[src/rtl/adbg_jsp_pkg.sv]
// Shared definitions for the JTAG serial port APB poller: FSM states,
// line-status bit positions and default register addresses.
package adbg_jsp_pkg;

    typedef enum logic [2:0] {
        IDLE,
        LSR_SETUP,
        LSR_ACCESS,
        RBR_SETUP,
        RBR_ACCESS,
        THR_SETUP,
        THR_ACCESS
    } jsp_state_e;

    localparam int LSR_DR_BIT   = 0;
    localparam int LSR_THRE_BIT = 5;

    localparam logic [2:0] LSR_ADDR_DEFAULT  = 3'd5;
    localparam logic [2:0] DATA_ADDR_DEFAULT = 3'd0;

endpackage

[src/rtl/adbg_jsp_apb_poller.sv]
// APB master that polls the JSP line-status register and moves single bytes
// between the JSP RBR/THR and one-entry rx/tx holding registers.
module adbg_jsp_apb_poller
    import adbg_jsp_pkg::*;
#(
    parameter int unsigned POLL_CYCLES = 16,
    parameter logic [2:0]  LSR_ADDR    = LSR_ADDR_DEFAULT,
    parameter logic [2:0]  DATA_ADDR   = DATA_ADDR_DEFAULT
) (
    input  logic       PCLK,
    input  logic       rst_i,
    output logic       PSEL,
    output logic       PENABLE,
    output logic [2:0] PADDR,
    output logic       PWRITE,
    output logic [7:0] PWDATA,
    input  logic [7:0] PRDATA,
    input  logic       PREADY,
    input  logic       PSLVERR,
    input  logic       int_i,
    output logic [7:0] rx_data_o,
    output logic       rx_valid_o,
    input  logic       rx_ready_i,
    input  logic [7:0] tx_data_i,
    input  logic       tx_valid_i,
    output logic       tx_ready_o,
    output logic       err_o
);

    localparam logic [15:0] RELOAD = 16'(POLL_CYCLES - 1);

    jsp_state_e  state_q, state_d;
    logic [15:0] cnt_q, cnt_d;
    logic        psel_q, psel_d;
    logic        penable_q, penable_d;
    logic [2:0]  paddr_q, paddr_d;
    logic        pwrite_q, pwrite_d;
    logic [7:0]  pwdata_q, pwdata_d;
    logic [7:0]  rx_data_q, rx_data_d;
    logic        rx_valid_q, rx_valid_d;
    logic [7:0]  tx_data_q, tx_data_d;
    logic        tx_full_q, tx_full_d;
    logic        err_q, err_d;

    logic        start_setup;
    jsp_state_e  setup_state;
    logic        to_idle;

    always_comb begin
        state_d     = state_q;
        cnt_d       = cnt_q;
        psel_d      = psel_q;
        penable_d   = penable_q;
        paddr_d     = paddr_q;
        pwrite_d    = pwrite_q;
        pwdata_d    = pwdata_q;
        rx_data_d   = rx_data_q;
        rx_valid_d  = rx_valid_q;
        tx_data_d   = tx_data_q;
        tx_full_d   = tx_full_q;
        err_d       = 1'b0;
        start_setup = 1'b0;
        setup_state = LSR_SETUP;
        to_idle     = 1'b0;

        case (state_q)
            IDLE: begin
                if (cnt_q != 16'd0) cnt_d = cnt_q - 16'd1;
                if (int_i || cnt_q == 16'd0 || tx_full_q) start_setup = 1'b1;
            end
            LSR_SETUP: begin state_d = LSR_ACCESS; penable_d = 1'b1; end
            RBR_SETUP: begin state_d = RBR_ACCESS; penable_d = 1'b1; end
            THR_SETUP: begin state_d = THR_ACCESS; penable_d = 1'b1; end
            LSR_ACCESS: if (PREADY) begin
                if (PSLVERR) begin
                    err_d   = 1'b1;
                    to_idle = 1'b1;
                end else if (PRDATA[LSR_DR_BIT] && !rx_valid_q) begin
                    start_setup = 1'b1;
                    setup_state = RBR_SETUP;
                end else if (PRDATA[LSR_THRE_BIT] && tx_full_q) begin
                    start_setup = 1'b1;
                    setup_state = THR_SETUP;
                end else begin
                    to_idle = 1'b1;
                end
            end
            RBR_ACCESS: if (PREADY) begin
                if (PSLVERR) begin
                    err_d   = 1'b1;
                    to_idle = 1'b1;
                end else begin
                    rx_data_d  = PRDATA;
                    rx_valid_d = 1'b1;
                    // A pending tx byte gets a fresh LSR check straight away.
                    if (tx_full_q) start_setup = 1'b1;
                    else           to_idle     = 1'b1;
                end
            end
            THR_ACCESS: if (PREADY) begin
                if (PSLVERR) begin
                    err_d = 1'b1;
                end else begin
                    tx_full_d = 1'b0;
                end
                to_idle = 1'b1;
            end
            default: to_idle = 1'b1;
        endcase

        if (start_setup) begin
            state_d   = setup_state;
            psel_d    = 1'b1;
            penable_d = 1'b0;
            paddr_d   = (setup_state == LSR_SETUP) ? LSR_ADDR : DATA_ADDR;
            pwrite_d  = (setup_state == THR_SETUP);
            pwdata_d  = (setup_state == THR_SETUP) ? tx_data_q : 8'd0;
        end
        if (to_idle) begin
            state_d   = IDLE;
            psel_d    = 1'b0;
            penable_d = 1'b0;
            cnt_d     = RELOAD;
        end

        // Capture only happens while rx is empty, so this never races it.
        if (rx_valid_q && rx_ready_i) rx_valid_d = 1'b0;
        if (!tx_full_q && tx_valid_i) begin
            tx_full_d = 1'b1;
            tx_data_d = tx_data_i;
        end
    end

    always_ff @(posedge PCLK or posedge rst_i) begin
        if (rst_i) begin
            state_q    <= IDLE;
            cnt_q      <= RELOAD;
            psel_q     <= 1'b0;
            penable_q  <= 1'b0;
            paddr_q    <= 3'd0;
            pwrite_q   <= 1'b0;
            pwdata_q   <= 8'd0;
            rx_data_q  <= 8'd0;
            rx_valid_q <= 1'b0;
            tx_data_q  <= 8'd0;
            tx_full_q  <= 1'b0;
            err_q      <= 1'b0;
        end else begin
            state_q    <= state_d;
            cnt_q      <= cnt_d;
            psel_q     <= psel_d;
            penable_q  <= penable_d;
            paddr_q    <= paddr_d;
            pwrite_q   <= pwrite_d;
            pwdata_q   <= pwdata_d;
            rx_data_q  <= rx_data_d;
            rx_valid_q <= rx_valid_d;
            tx_data_q  <= tx_data_d;
            tx_full_q  <= tx_full_d;
            err_q      <= err_d;
        end
    end

    assign PSEL       = psel_q;
    assign PENABLE    = penable_q;
    assign PADDR      = paddr_q;
    assign PWRITE     = pwrite_q;
    assign PWDATA     = pwdata_q;
    assign rx_data_o  = rx_data_q;
    assign rx_valid_o = rx_valid_q;
    assign tx_ready_o = !tx_full_q;
    assign err_o      = err_q;

endmodule

[config.mk]
export PLATFORM = sky130hd
export DESIGN_NAME = adbg_jsp_apb_poller
export DESIGN_NICKNAME = d
export VERILOG_FILES = /design/src/rtl/adbg_jsp_pkg.sv /design/src/rtl/adbg_jsp_apb_poller.sv
export SDC_FILE = /design/constraint.sdc
export NUM_CORES = 1
export LEC_CHECK = 0
export BUFFER_PORTS_ARGS = -buffer_cell sky130_fd_sc_hd__buf_4
export CAP_MARGIN = 0
export CORE_MARGIN = 2
export CORE_UTILIZATION = 50
export DETAILED_ROUTE_END_ITERATION = 7
export HOLD_SLACK_MARGIN = 0.15
export PLACE_DENSITY = 0.74
export RECOVER_POWER = 25
export SYNTH_ARGS = -nofsm -noshare
export SYNTH_HDL_FRONTEND = slang
export SYNTH_SLANG_ARGS = --single-unit
export TNS_END_PERCENT = 10
[constraint.sdc]
create_clock -name PCLK -period 2.08 [get_ports PCLK]
set_input_delay 0.208 -clock PCLK [delete_from_list [all_inputs] [get_ports PCLK]]
set_output_delay 0.208 -clock PCLK [all_outputs]
set_load 0.02 [all_outputs]
; Yosys cells after proc, flatten, opt, wreduce, memory -nomap -nowiden
; Index checks and enable logic that the tools add are counted.
[totals]
inputBits = 23
reg_bits = 52
output_inout_bits = 25
wordCells = 98
[classes]
n_eq_ne = 10
n_reduce_logical = 27
bitwise_logic = 1
n_addsub = 1
muxes = 47
[op_table]
columns = op, n
row1 = $mux 16, 3
row2 = $mux 1, 32
row3 = $mux 3, 8
row4 = $logic_not 16->1, 1
row5 = $reduce_bool 16->1, 1
row6 = $sub 16x1->16 const B, 1
row7 = $reduce_bool 2->1, 7
row8 = $eq 3x3->1 const B, 4
row9 = $pmux 3 s3, 1
row10 = $reduce_and 3->1, 3
row11 = $mux 8, 1
row12 = $eq 3x1->1 const B, 2
row13 = $eq 3x2->1 const B, 2
row14 = $reduce_or 3->1, 2
row15 = $reduce_bool 5->1, 1
row16 = $logic_and 1x1->1, 4
row17 = $ne 2x1->1 const B, 2
row18 = $pmux 1 s4, 1
row19 = $reduce_or 4->1, 1
row20 = $logic_not 3->1, 1
row21 = $pmux 1 s3, 1
row22 = $reduce_bool 3->1, 1
row23 = $logic_not 1->1, 2
row24 = $logic_or 1x1->1, 2
row25 = other kinds (2), 2

; Logic depth before layout (Yosys ltp)
; Gate-level depths: netlist of run 1.
[depth]
ltp_word = 8
ltp_mapped = 8

; Worst setup path before layout of run 1
; Ideal clock, no wire load.
[synth_timing]
path_kind = reg-to-reg
startpoint = register cnt_q[0]
endpoint = register cnt_q[13]
period_less_slack_ps = 1838
stages_incl_launch_ff = 8
setup_slack_ps = 242
arrival_ps = 1706
required_ps = 1948
path_cell_list = dfstp_2 -> inv_1 -> ha_1 -> nor3b_2 -> nor3b_1 -> a2111oi_2 -> xnor2_1 -> nor2_1
[synth_between]
elab_chain_len = 4
word_cells_on_any_way = 7
classes_between = add/sub: 1 / mux: 3 / reduce/logical: 3
[synth_rtl]
columns = item, line
row1 = start: declaration, adbg_jsp_apb_poller.sv:33  ; logic [15:0] cnt_q, cnt_d;
row2 = start signal: assignment, adbg_jsp_apb_poller.sv:150  ; cnt_q <= cnt_d;
row3 = $sub 16x1->16, adbg_jsp_apb_poller.sv:68  ; if (cnt_q != 16'd0) cnt_d = cnt_q - 16'd1;
row4 = $mux 16, adbg_jsp_apb_poller.sv:68
row5 = $mux 16, adbg_jsp_apb_poller.sv:66  ; case (state_q)
row6 = $mux 16, adbg_jsp_apb_poller.sv:119  ; if (to_idle) begin
; Several ways; a longest one is shown, not always the timed one. The select of a mux whose other input is x is not followed.
; A chain may end at the register's enable or synchronous reset.

; Final worst setup path of run 1
[layout_timing]
startpoint = register cnt_q[0]
endpoint = register state_q[1]
[layout_between]
elab_chain_len = 7
word_cells_on_any_way = 8
classes_between = mux: 4 / reduce/logical: 4
[layout_rtl]
columns = item, line
row1 = $logic_not 16->1 (*), adbg_jsp_apb_poller.sv:69  ; if (int_i || cnt_q == 16'd0 || tx_full_q) start_setup = 1'b1;
row2 = $logic_or 1x1->1 (*) (2 in a row), adbg_jsp_apb_poller.sv:69
row3 = $mux 1 (*), adbg_jsp_apb_poller.sv:69
row4 = $pmux 1 s3 (*), adbg_jsp_apb_poller.sv:66
row5 = $mux 3, adbg_jsp_apb_poller.sv:111  ; if (start_setup) begin
row6 = $mux 3, adbg_jsp_apb_poller.sv:119
row7 = end signal: assignment, adbg_jsp_apb_poller.sv:149  ; state_q <= state_d;
row8 = end: declaration, adbg_jsp_apb_poller.sv:32  ; jsp_state_e state_q, state_d;
; Every way passes the cells marked *; elsewhere a longest branch is shown, timed or not.

==> results of run 1 <==
-- layer usage --
layer / track usage / vias to the layer above
li1: - / 871
met1: 0.273 / 881
met2: 0.384 / 44
met3: 0.0736 / 4
met4: 0.0494 / 0
met5: 0 / -
-- worst min path at each step --
stage / start / to / slack (ps) / depth (start not counted)
after floorplan: rx_ready_i / rx_valid_o / 300 / 1
after global placement: rst_i / PWDATA[0] / 280 / 2
after detailed placement: rst_i / PWDATA[0] / 290 / 2
after CTS: PRDATA[0] / rx_data_o[0] / 160 / 2
after global routing: PRDATA[5] / rx_data_o[5] / 160 / 2
final: PRDATA[0] / rx_data_o[0] / 170 / 2
-- sequential cells by signal, indices dropped and copies added, names as in the netlist, 3 cells and up --
register   cells
PWDATA         8
cnt_q         16
rx_data_o      8
state_q        3
tx_data_q      8
-- final cells by class --
| class | count | area [um2] |
|---|---|---|
| inverters | 10 | 37.5 |
| well taps | 52 | 65.1 |
| clock inverters | 3 | 68.8 |
| multi-input cells | 132 | 1020 |
| flip-flops and latches | 50 | 1260 |
| repair buffers | 77 | 603 |
| fillers | 338 | 1330 |
| clock buffers | 5 | 68.8 |
-- power by group through the flow --
stage          Combinational, mW  Sequential, mW  Clock (mW)
2_1_floorplan              0.706            1.58           0
3_3_place_gp                1.26            1.48           0
3_5_place_dp                1.30            1.50           0
4_1_cts                     1.33            1.48       0.833
5_1_grt                     1.46            1.53       0.863
6_report                    1.32            1.49       0.805
-- cell usage in the layout (no fill, tap or decap), types with 5 or more instances in the layout --
cell and count:
a21oi_1 8, a22o_1 8, buf_4 56, clkbuf_8 5
dfrtp_1 46, dlygate4sd3_1 16, inv_1 8, mux2_2 16
nand2_1 7, nand3_1 5, nor2_1 18, xnor2_1 6
xor2_1 6
-- kinds of logic (layout without fill, tap and decap cells) --
group | after synthesis | count (layout) | share of synthesized area
AND/OR/NAND/NOR | 64 | 64 | 0.174
buffers and inverters | 17 | 95 | 0.0347
flip-flops | 50 | 50 | 0.537
other | 1 | 1 | 0.00160
AO/OA/AOI/OAI | 37 | 37 | 0.122
adder cells (fa/ha/maj) | 1 | 1 | 0.00534
XOR/XNOR | 12 | 12 | 0.0449
multiplexers | 17 | 17 | 0.0812
-- through the flow --
step	std cells	setup WS, ps	instance area [um2]	hold WS, ps
6_report	329	151	3120	167
5_1_grt	329	12.2	3120	161
4_1_cts	328	60.2	3110	160
3_5_place_dp	304	81.8	2810	285
3_3_place_gp	304	159	2810	281
2_1_floorplan	199	242	2340	304
-- worst max-delay path, delay by kind of cell (launching register included) --
family | cells | cell delay, ps
fa+ha+maj | 1 | 200
simple gates | 2 | 340
flops | 1 | 560
compound gates | 2 | 510
buf+inv | 3 | 210
-- timing repair --
item,4_1_cts,5_1_grt
endpoints found under the hold margin,35,0
gates resized for setup,1,5
setup endpoints to repair,1,18
hold buffers,16,0
setup buffers,0,1
pin swaps,0,2
==> flow_metrics.env, run 1 <==
export IMPL_syn_to_final_growth_pct=33.1
export IMPL_synth_edff_count=0
export IMPL_end_kind="flip-flop"
export IMPL_rows=24
export IMPL_netlist_area_um2=2340
export IMPL_crit_start="cnt_q[0]"
export IMPL_synth_cells=199
export IMPL_drv_cap=0
export IMPL_start_util=0.527
export IMPL_worstPathArrival_ps=2120
export IMPL_p_int_mw=2.38
export IMPL_worstMarginPinSlew_ps=955
export IMPL_setup_tns_final_ps=0
export IMPL_drive_gt1_frac=0.375
export IMPL_status="complete, no violations"
export IMPL_viasPerCell=5.47
export IMPL_routed_wl_mm=5.19
export IMPL_cts_buffer_depth=2
export IMPL_cts_root_buf="clkbuf_8"
export IMPL_numClockSinks=50
export IMPL_switchingPower_mw=1.24
export IMPL_ios=48
export IMPL_rsz0062_at_grt="false"
export IMPL_yosys_warnings=0
export IMPL_dr_wl_met2_mm=2.62
export IMPL_synth_async_reset_ratio=1.00
export IMPL_numCtsBuffers=5
export IMPL_insertion_delay_ps=300
export IMPL_grt_usage=0.223
export IMPL_crit_top_cell="inv_2"
export IMPL_p_seq_frac=0.412
export IMPL_routedWlPerCell_um=15.8
export IMPL_nNetsFinal=300
export IMPL_grt_pass1_vias=1907
export IMPL_finalHoldViolCount=0
export IMPL_rr_startpoint="cnt_q[0]"
export IMPL_crit_path_start_kind="flip-flop"
export IMPL_cpPeakStageDelay_ps=560
export IMPL_die_x_um=72.4
export IMPL_slew_headroom=0.362
export IMPL_clkTransAtPathRegs_ps=90
export IMPL_antenna_found_initial=0
export IMPL_drv_slew=0
export IMPL_hold_path_class="primary input to flip-flop"
export IMPL_reg2reg_to="state_q[1]"
export IMPL_grt_pass1_wl_mm=9.08
export IMPL_synth_top_area_share=0.492
export IMPL_grt_max_degree=27
export IMPL_reg2regPathDepth=8
export IMPL_p_clk_frac=0.222
export IMPL_ys_ff_latch=50
export IMPL_drt_first_pass_iters=4
export IMPL_comb_power_share=0.365
export IMPL_drtAntennaViolNets=0
export IMPL_p_leak_nw=1.46
export IMPL_slowest_stage="dfstp_2"
export IMPL_highest_layer="met4"
export IMPL_cts_tree="yes"
export IMPL_postSynthNetCount=223
export IMPL_drt_iter0_drc=48
export IMPL_ys_dominant_reg_cell="dfrtp_1"
export IMPL_ys_seq_area_frac=0.537
export IMPL_powerDensity_nw_per_um2=1160
export IMPL_finClkSkew_ps=5.54
export IMPL_io_buffers=46
export IMPL_dp_final_hpwl_mm=3.56
export IMPL_path_max_fanout=5
export IMPL_path_cells="inv_1 > ha_2 > nor3b_4 > nand4_1 > inv_2 > a21oi_2 > inv_2 > o32a_1"
export IMPL_synth_area_top_cells="dfrtp_1 49%, mux2_2 7.7%, dfstp_2 4.5%, a22o_1 3.0%, nor2_1 2.9%"
export IMPL_coreArea_um2=4440
export IMPL_crit_end="state_q[1]"
export IMPL_power_total_mw=3.62
export IMPL_place_congestion=0.892
export IMPL_crit_type="flip-flop to flip-flop"
export IMPL_layout_min_cycle_time_ps=1930
export IMPL_peakVddDrop_v=0.000819
export IMPL_via_count=1800
export IMPL_h_tree_depth=2
export IMPL_finalSetupViolCount=0
export IMPL_diodes=0
export IMPL_drc=0
export IMPL_fin_util=0.701
export IMPL_fmax_ghz=0.518
export IMPL_worstPathRequired_ps=2270
export IMPL_synth_most_common_cell="dfrtp_1"
export IMPL_met1_length_mm=2.21
export IMPL_fin_crit_sh=0.928
export IMPL_yosysTopAreaCell="dfrtp_1"
export IMPL_synth_commonest_cells="46 x dfrtp_1, 18 x nor2_1, 16 x mux2_2"
export IMPL_grt_remaining_overflow=0
export IMPL_synth_cell_types=51
export IMPL_dieArea_um2=5250
export IMPL_wl_met3_um=316
export IMPL_r2r_slack_ps=150
export IMPL_swShare=0.342
export IMPL_dieHeight_um=72.4
export IMPL_synth_area_per_cell_um2=11.8
(Power assumes the default switching activity.)
==> run 2: changes to the inputs <==
Settings changed: ABC_AREA set to 1, PLACE_DENSITY 0.74 to 0.73.
Clock period 2.08 ns to 1.9 ns, I/O delays scaled along.
==> flow_metrics.env, run 2 <==
export IMPL_clkTransAtPathRegs_ps=90
export IMPL_die_x_um=74.9
export IMPL_viasPerCell=4.82
export IMPL_switchingPower_mw=1.67
export IMPL_layout_min_cycle_time_ps=1750
export IMPL_hold_path_class="primary input to flip-flop"
export IMPL_ys_seq_area_frac=0.500
export IMPL_mostFrequentLayoutCell="nand2_1"
export IMPL_drive_gt1_frac=0.244
export IMPL_rsz0062_at_grt="false"
export IMPL_routed_wl_mm=5.35
export IMPL_grt_remaining_overflow=0
export IMPL_design_area_um2=3210
export IMPL_crit_type="flip-flop to flip-flop"
export IMPL_r2r_slack_ps=150
export IMPL_slowest_stage="dfstp_2"
export IMPL_comb_power_share=0.442
export IMPL_insertion_delay_ps=300
export IMPL_io_buffers=46
export IMPL_synth_async_reset_ratio=1.00
export IMPL_cts_setup_buffers=0
export IMPL_grt_pass1_wl_mm=9.06
export IMPL_worstPathArrival_ps=1970
export IMPL_crit_top_cell="nand2_1"
export IMPL_synth_edff_count=0
export IMPL_setup_tns_final_ps=0
export IMPL_final_cell_mix="72 x nand2_1, 46 x dfrtp_1, 44 x nor2_1, 44 x buf_4, 40 x inv_1"
export IMPL_synth_area_top_cells="dfrtp_1 46%, nand2_1 11%, nor2_1 6.7%, inv_1 6.0%, dfstp_2 4.2%"
export IMPL_drv_cap=0
export IMPL_path_cells="inv_1 > ha_1 > nand2_1 > nor2_4 > nand3_4 > nand2_2 > a21oi_2 > buf_6 > nand2_1 > o21ai_0"
export IMPL_largest_reg_flops=16
export IMPL_status="complete, no violations"
export IMPL_p_clk_frac=0.158
export IMPL_postSynthNetCount=329
export IMPL_slew_headroom=0.258
export IMPL_powerDensity_nw_per_um2=1270
export IMPL_fin_crit_sh=0.921
export IMPL_layout_setup_ws_ps=150
export IMPL_synth_cells=305
export IMPL_via_count=2121
export IMPL_path_max_fanout=10
export IMPL_finalHoldViolCount=0
export IMPL_dp_cells=415
export IMPL_dp_final_hpwl_mm=3.74
export IMPL_rr_startpoint="cnt_q[0]"
export IMPL_ios=48
export IMPL_start_util=0.525
export IMPL_netlist_area_um2=2510
export IMPL_synth_cell_types=31
export IMPL_grt_usage=0.211
export IMPL_h_tree_depth=2
export IMPL_routedWlPerCell_um=12.2
export IMPL_antenna_found_initial=0
export IMPL_finClkSkew_ps=4.90
export IMPL_fin_cells=440
export IMPL_p_seq_frac=0.400
export IMPL_dpl_worst_slack_ps=135
export IMPL_dieArea_um2=5610
export IMPL_finalSetupViolCount=0
export IMPL_drv_slew=0
export IMPL_coreArea_um2=4790
export IMPL_ys_dominant_reg_cell="dfrtp_1"
export IMPL_drc=0
export IMPL_yosysTopAreaCell="dfrtp_1"
export IMPL_drt_iter0_drc=123
export IMPL_worstMarginPinSlew_ps=1110
export IMPL_numCtsBuffers=5
export IMPL_hold_slack_ps=145
export IMPL_drt_first_pass_iters=4
export IMPL_peakVddDrop_v=0.000975
export IMPL_dieHeight_um=74.9
export IMPL_dpl_cell_area_um2=2930
export IMPL_place_congestion=0.898
export IMPL_synth_top_area_share=0.458
export IMPL_cpPeakStageDelay_ps=550
export IMPL_yosys_warnings=0
export IMPL_worstPathRequired_ps=2120
export IMPL_rows=25
export IMPL_synth_area_per_cell_um2=8.24
export IMPL_syn_to_final_growth_pct=27.5
export IMPL_ys_ff_latch=50
export IMPL_swShare=0.409
export IMPL_grt_pass1_vias=2062
export IMPL_crit_path_start_kind="flip-flop"
export IMPL_fmax_ghz=0.572
export IMPL_cts_buffer_depth=2
export IMPL_grt_max_degree=30
export IMPL_synth_most_common_cell="nand2_1"
export IMPL_cts_root_buf="clkbuf_8"
export IMPL_crit_start="cnt_q[0]"
export IMPL_numClockSinks=50
export IMPL_end_kind="flip-flop"
export IMPL_nNetsFinal=396
export IMPL_diodes=0
export IMPL_crit_end="PWDATA[4]"
export IMPL_p_leak_nw=1.68
export IMPL_p_int_mw=2.41
export IMPL_reg2reg_to="PWDATA[4]"
export IMPL_reg2regPathDepth=10
export IMPL_drtAntennaViolNets=0
export IMPL_top_register="cnt_q"
export IMPL_cts_tree="yes"
export IMPL_synth_commonest_cells="72 x nand2_1, 46 x dfrtp_1, 45 x nor2_1"
==> run 2: changes by cell type in the layout (fill, tap and decap cells not counted), sizes merged, moves of 6 or more <==
cell,previous run,this run
o21ai,4,18
mux2,16,9
inv,10,43
nand2,7,80
nor2,19,51
a22o,8,0
nand3,5,15
nor4,6,0
xnor2,6,0
buf,56,46
==> run 2: power by group through the flow <==
stage | Sequential [mW] | Clock [mW] | Combinational (mW)
detailed placement | 1.64 | 0 | 1.78
floorplan | 1.76 | 0 | 1.13
global route | 1.68 | 0.703 | 2.02
finish | 1.63 | 0.644 | 1.80
CTS | 1.63 | 0.657 | 1.81
global placement | 1.63 | 0 | 1.74
==> run 2: repair_timing <==
action / in CTS / in global routing
hold buffers: 17 / 0
setup endpoints to repair: 0 / 8
gates resized for setup: 0 / 4
hold endpoints to repair: 40 / 0
==> run 2: logic make-up (layout without fill, tap and decap cells) <==
kind of cell               after synthesis  in the layout  synth area share
buffers and inverters                   49            117            0.0846
muxes                                   10             10            0.0443
DFF                                     50             50             0.500
other                                    1              1           0.00149
xor gates and xnor gates                 4              4            0.0139
AOI/OAI and AO/OA                       35             35            0.0767
adders and majority gates                1              1           0.00498
and+or+nand+nor                        155            155             0.274
==> run 2: how the worst min path moves through the flow <==
stage	slack [ps]	end	from	cells after the start
after global placement	320	cnt_q[11]	rst_i	2
after global routing	160	tx_data_q[6]	tx_data_i[6]	3
after floorplan	280	rx_valid_o	rx_ready_i	1
after CTS	150	tx_data_q[6]	tx_data_i[6]	3
after detailed placement	320	cnt_q[11]	rst_i	2
final	150	tx_data_q[6]	tx_data_i[6]	3
==> run 2: area by class of cell <==
cell class / count / area [um2]
Clock buffer: 6 / 82.6
Clock inverter: 2 / 12.5
Fill cell: 395 / 1580
Inverter: 43 / 164
Multi-Input combinational cell: 206 / 1060
Sequential cell: 50 / 1260
Tap cell: 67 / 83.8
Timing Repair Buffer: 66 / 547
==> run 2: worst max-delay path: cells and delay by family (launching register included) <==
kind                       cells  cell delay, ps
AOI/OAI and AO/OA              2             230
adders and majority gates      1             210
buffers and inverters          2             240
DFF                            1             550
and+or+nand+nor                5             420
==> run 2: routing by layer <==
layer	GRT usage	wire, um	up-vias	part of all wire
li1	-	-	1085	-
met1	0.270	2490	968	0.47
met2	0.347	2510	57	0.47
met3	0.0482	228	11	0.043
met4	0.0853	124	0	0.023
met5	0	0	-	0
==> run 2: stage by stage <==
| step | power, mW | util |
|---|---|---|
| after floorplan | 2.89 | - |
| after global placement | 3.37 | 0.612 |
| after detailed placement | 3.42 | 0.612 |
| after CTS | 4.09 | 0.667 |
| after global routing | 4.40 | 0.670 |
| final | 4.08 | 0.670 |
==> run 3: changes to the inputs <==
Settings changed: CORE_UTILIZATION 50 to 55, PLACE_DENSITY 0.73 to 0.79.
Clock period 1.9 ns to 2 ns, I/O delays scaled along.
==> flow_metrics.env, run 3 (synthesized netlist as in run 2, its figures left out) <==
export IMPL_ctsHoldBuffers=17
export IMPL_via_count=2182
export IMPL_drtAntennaViolNets=0
export IMPL_numClockSinks=50
export IMPL_r2r_slack_ps=250
export IMPL_grt_max_degree=27
export IMPL_insertion_delay_ps=310
export IMPL_end_kind="flip-flop"
export IMPL_clkTransAtPathRegs_ps=90
export IMPL_worstPathArrival_ps=1970
export IMPL_drt_first_pass_iters=4
export IMPL_dp_final_hpwl_mm=3.75
export IMPL_crit_start="cnt_q[0]"
export IMPL_top_register="cnt_q"
export IMPL_grt_use_met1=0.295
export IMPL_design_area_um2=3170
export IMPL_cts_buffer_depth=2
export IMPL_final_cell_mix="72 x nand2_1, 46 x dfrtp_1, 45 x nor2_1"
export IMPL_rsz0062_at_grt="false"
export IMPL_finalSetupViolCount=0
export IMPL_syn_to_final_growth_pct=26.0
export IMPL_mostFrequentLayoutCell="nand2_1"
export IMPL_fin_crit_sh=0.877
export IMPL_use_met2=0.423
export IMPL_crit_top_cell="nand2_1"
export IMPL_rr_startpoint="cnt_q[0]"
export IMPL_path_cells="inv_1 > ha_1 > nand2_1 > nor2_2 > nand3_2 > nand2_2 > a21oi_2 > buf_4 > nand2_1 > o21ai_0"
export IMPL_drive_gt1_frac=0.228
export IMPL_grt_busiest_layer="met2"
export IMPL_drt_iter0_drc=85
export IMPL_largest_reg_flops=16
export IMPL_io_buffers=46
export IMPL_cp_num_buf_inv=2
export IMPL_path_depth=10
export IMPL_cts_root_buf="clkbuf_8"
export IMPL_dieArea_um2=5130
export IMPL_routedWlPerCell_um=14.1
export IMPL_place_congestion=0.836
export IMPL_dpl_worst_slack_ps=280
export IMPL_slowest_stage="dfstp_2"
export IMPL_routed_wl_mm=5.98
export IMPL_cts_setup_buffers=0
export IMPL_antenna_found_initial=1
export IMPL_slew_headroom=0.355
export IMPL_cpPeakStageDelay_ps=550
export IMPL_drc=0
export IMPL_grt_pass1_vias=2154
export IMPL_drv_cap=0
export IMPL_crit_end="PWDATA[3]"
export IMPL_path_max_fanout=10
export IMPL_grtUsageMet3=0.0563
export IMPL_grt_pass1_wl_mm=9.78
export IMPL_finalHoldViolCount=0
export IMPL_viasPerCell=5.13
export IMPL_grt_remaining_overflow=0
export IMPL_power_total_mw=4.00
export IMPL_fmax_ghz=0.570
export IMPL_numCtsBuffers=5
export IMPL_crit_family="flip-flops"
export IMPL_layout_setup_ws_ps=246
export IMPL_reg2reg_to="PWDATA[3]"
export IMPL_drv_slew=0
export IMPL_cts_resized=0
export IMPL_worstPathRequired_ps=2220
export IMPL_hold_path_class="primary input to flip-flop"
export IMPL_grt_usage=0.244
export IMPL_peakVddDrop_v=0.000794
export IMPL_finClkSkew_ps=8.40
export IMPL_powerDensity_nw_per_um2=1260
export IMPL_p_leak_nw=1.66
export IMPL_dpl_cell_area_um2=2900
export IMPL_start_util=0.573
export IMPL_die_x_um=71.6
export IMPL_layout_min_cycle_time_ps=1750
export IMPL_nNetsFinal=395
export IMPL_cts_tree="yes"
export IMPL_rows=24
export IMPL_crit_type="flip-flop to flip-flop"
export IMPL_coreArea_um2=4380
export IMPL_crit_path_start_kind="flip-flop"
export IMPL_dieHeight_um=71.6
export IMPL_worstMarginPinSlew_ps=966
export IMPL_setup_tns_final_ps=0
export IMPL_h_tree_depth=2
export IMPL_reg2regPathDepth=10
export IMPL_ios=48
export IMPL_status="complete, no violations"
[run 3: report_power, final]
part           internal (mW)  switching, mW
logic                  0.643           1.08
clock network          0.372          0.345
registers               1.33          0.227
[run 3: through the flow]
step / util / hold WS (ps) / std cells
global placement: 0.662 / 274 / 399
floorplan: - / 293 / 305
finish: 0.722 / 177 / 425
global route: 0.722 / 199 / 425
CTS: 0.727 / 158 / 424
detailed placement: 0.662 / 285 / 399
[run 3: routing by layer]
metal,share of wire,routed length (um)
met4,0.024,143
met1,0.41,2460
met3,0.048,289
met5,0,0
met2,0.52,3090
[run 3: worst reg2reg max path: cells and delay by family (launching register included)]
family                   cells  cell delay (ps)
flip-flops                   1              550
buffers and inverters        2              260
AO/OA/AOI/OAI                2              230
AND/OR/NAND/NOR              5              420
adder cells (fa/ha/maj)      1              210
[run 3: area by class of cell]
| type | count | area (um2) |
|---|---|---|
| Antenna cell | 1 | 2.50 |
| Clock buffer | 5 | 68.8 |
| Clock inverter | 3 | 45.0 |
| Fill cell | 341 | 1220 |
| Inverter | 43 | 164 |
| Multi-Input combinational cell | 206 | 1040 |
| Sequential cell | 50 | 1260 |
| Tap cell | 52 | 65.1 |
| Timing Repair Buffer | 65 | 520 |
[run 3: how the worst min path moves through the flow]
stage	from	endpoint	slack, ps	depth (start not counted)
floorplan	rx_ready_i	rx_valid_o	290	1
global placement	rst_i	PWDATA[0]	270	2
CTS	tx_data_i[5]	tx_data_q[5]	160	3
detailed placement	rst_i	tx_data_q[0]	280	2
global route	PREADY	err_o	200	3
finish	PREADY	err_o	180	3
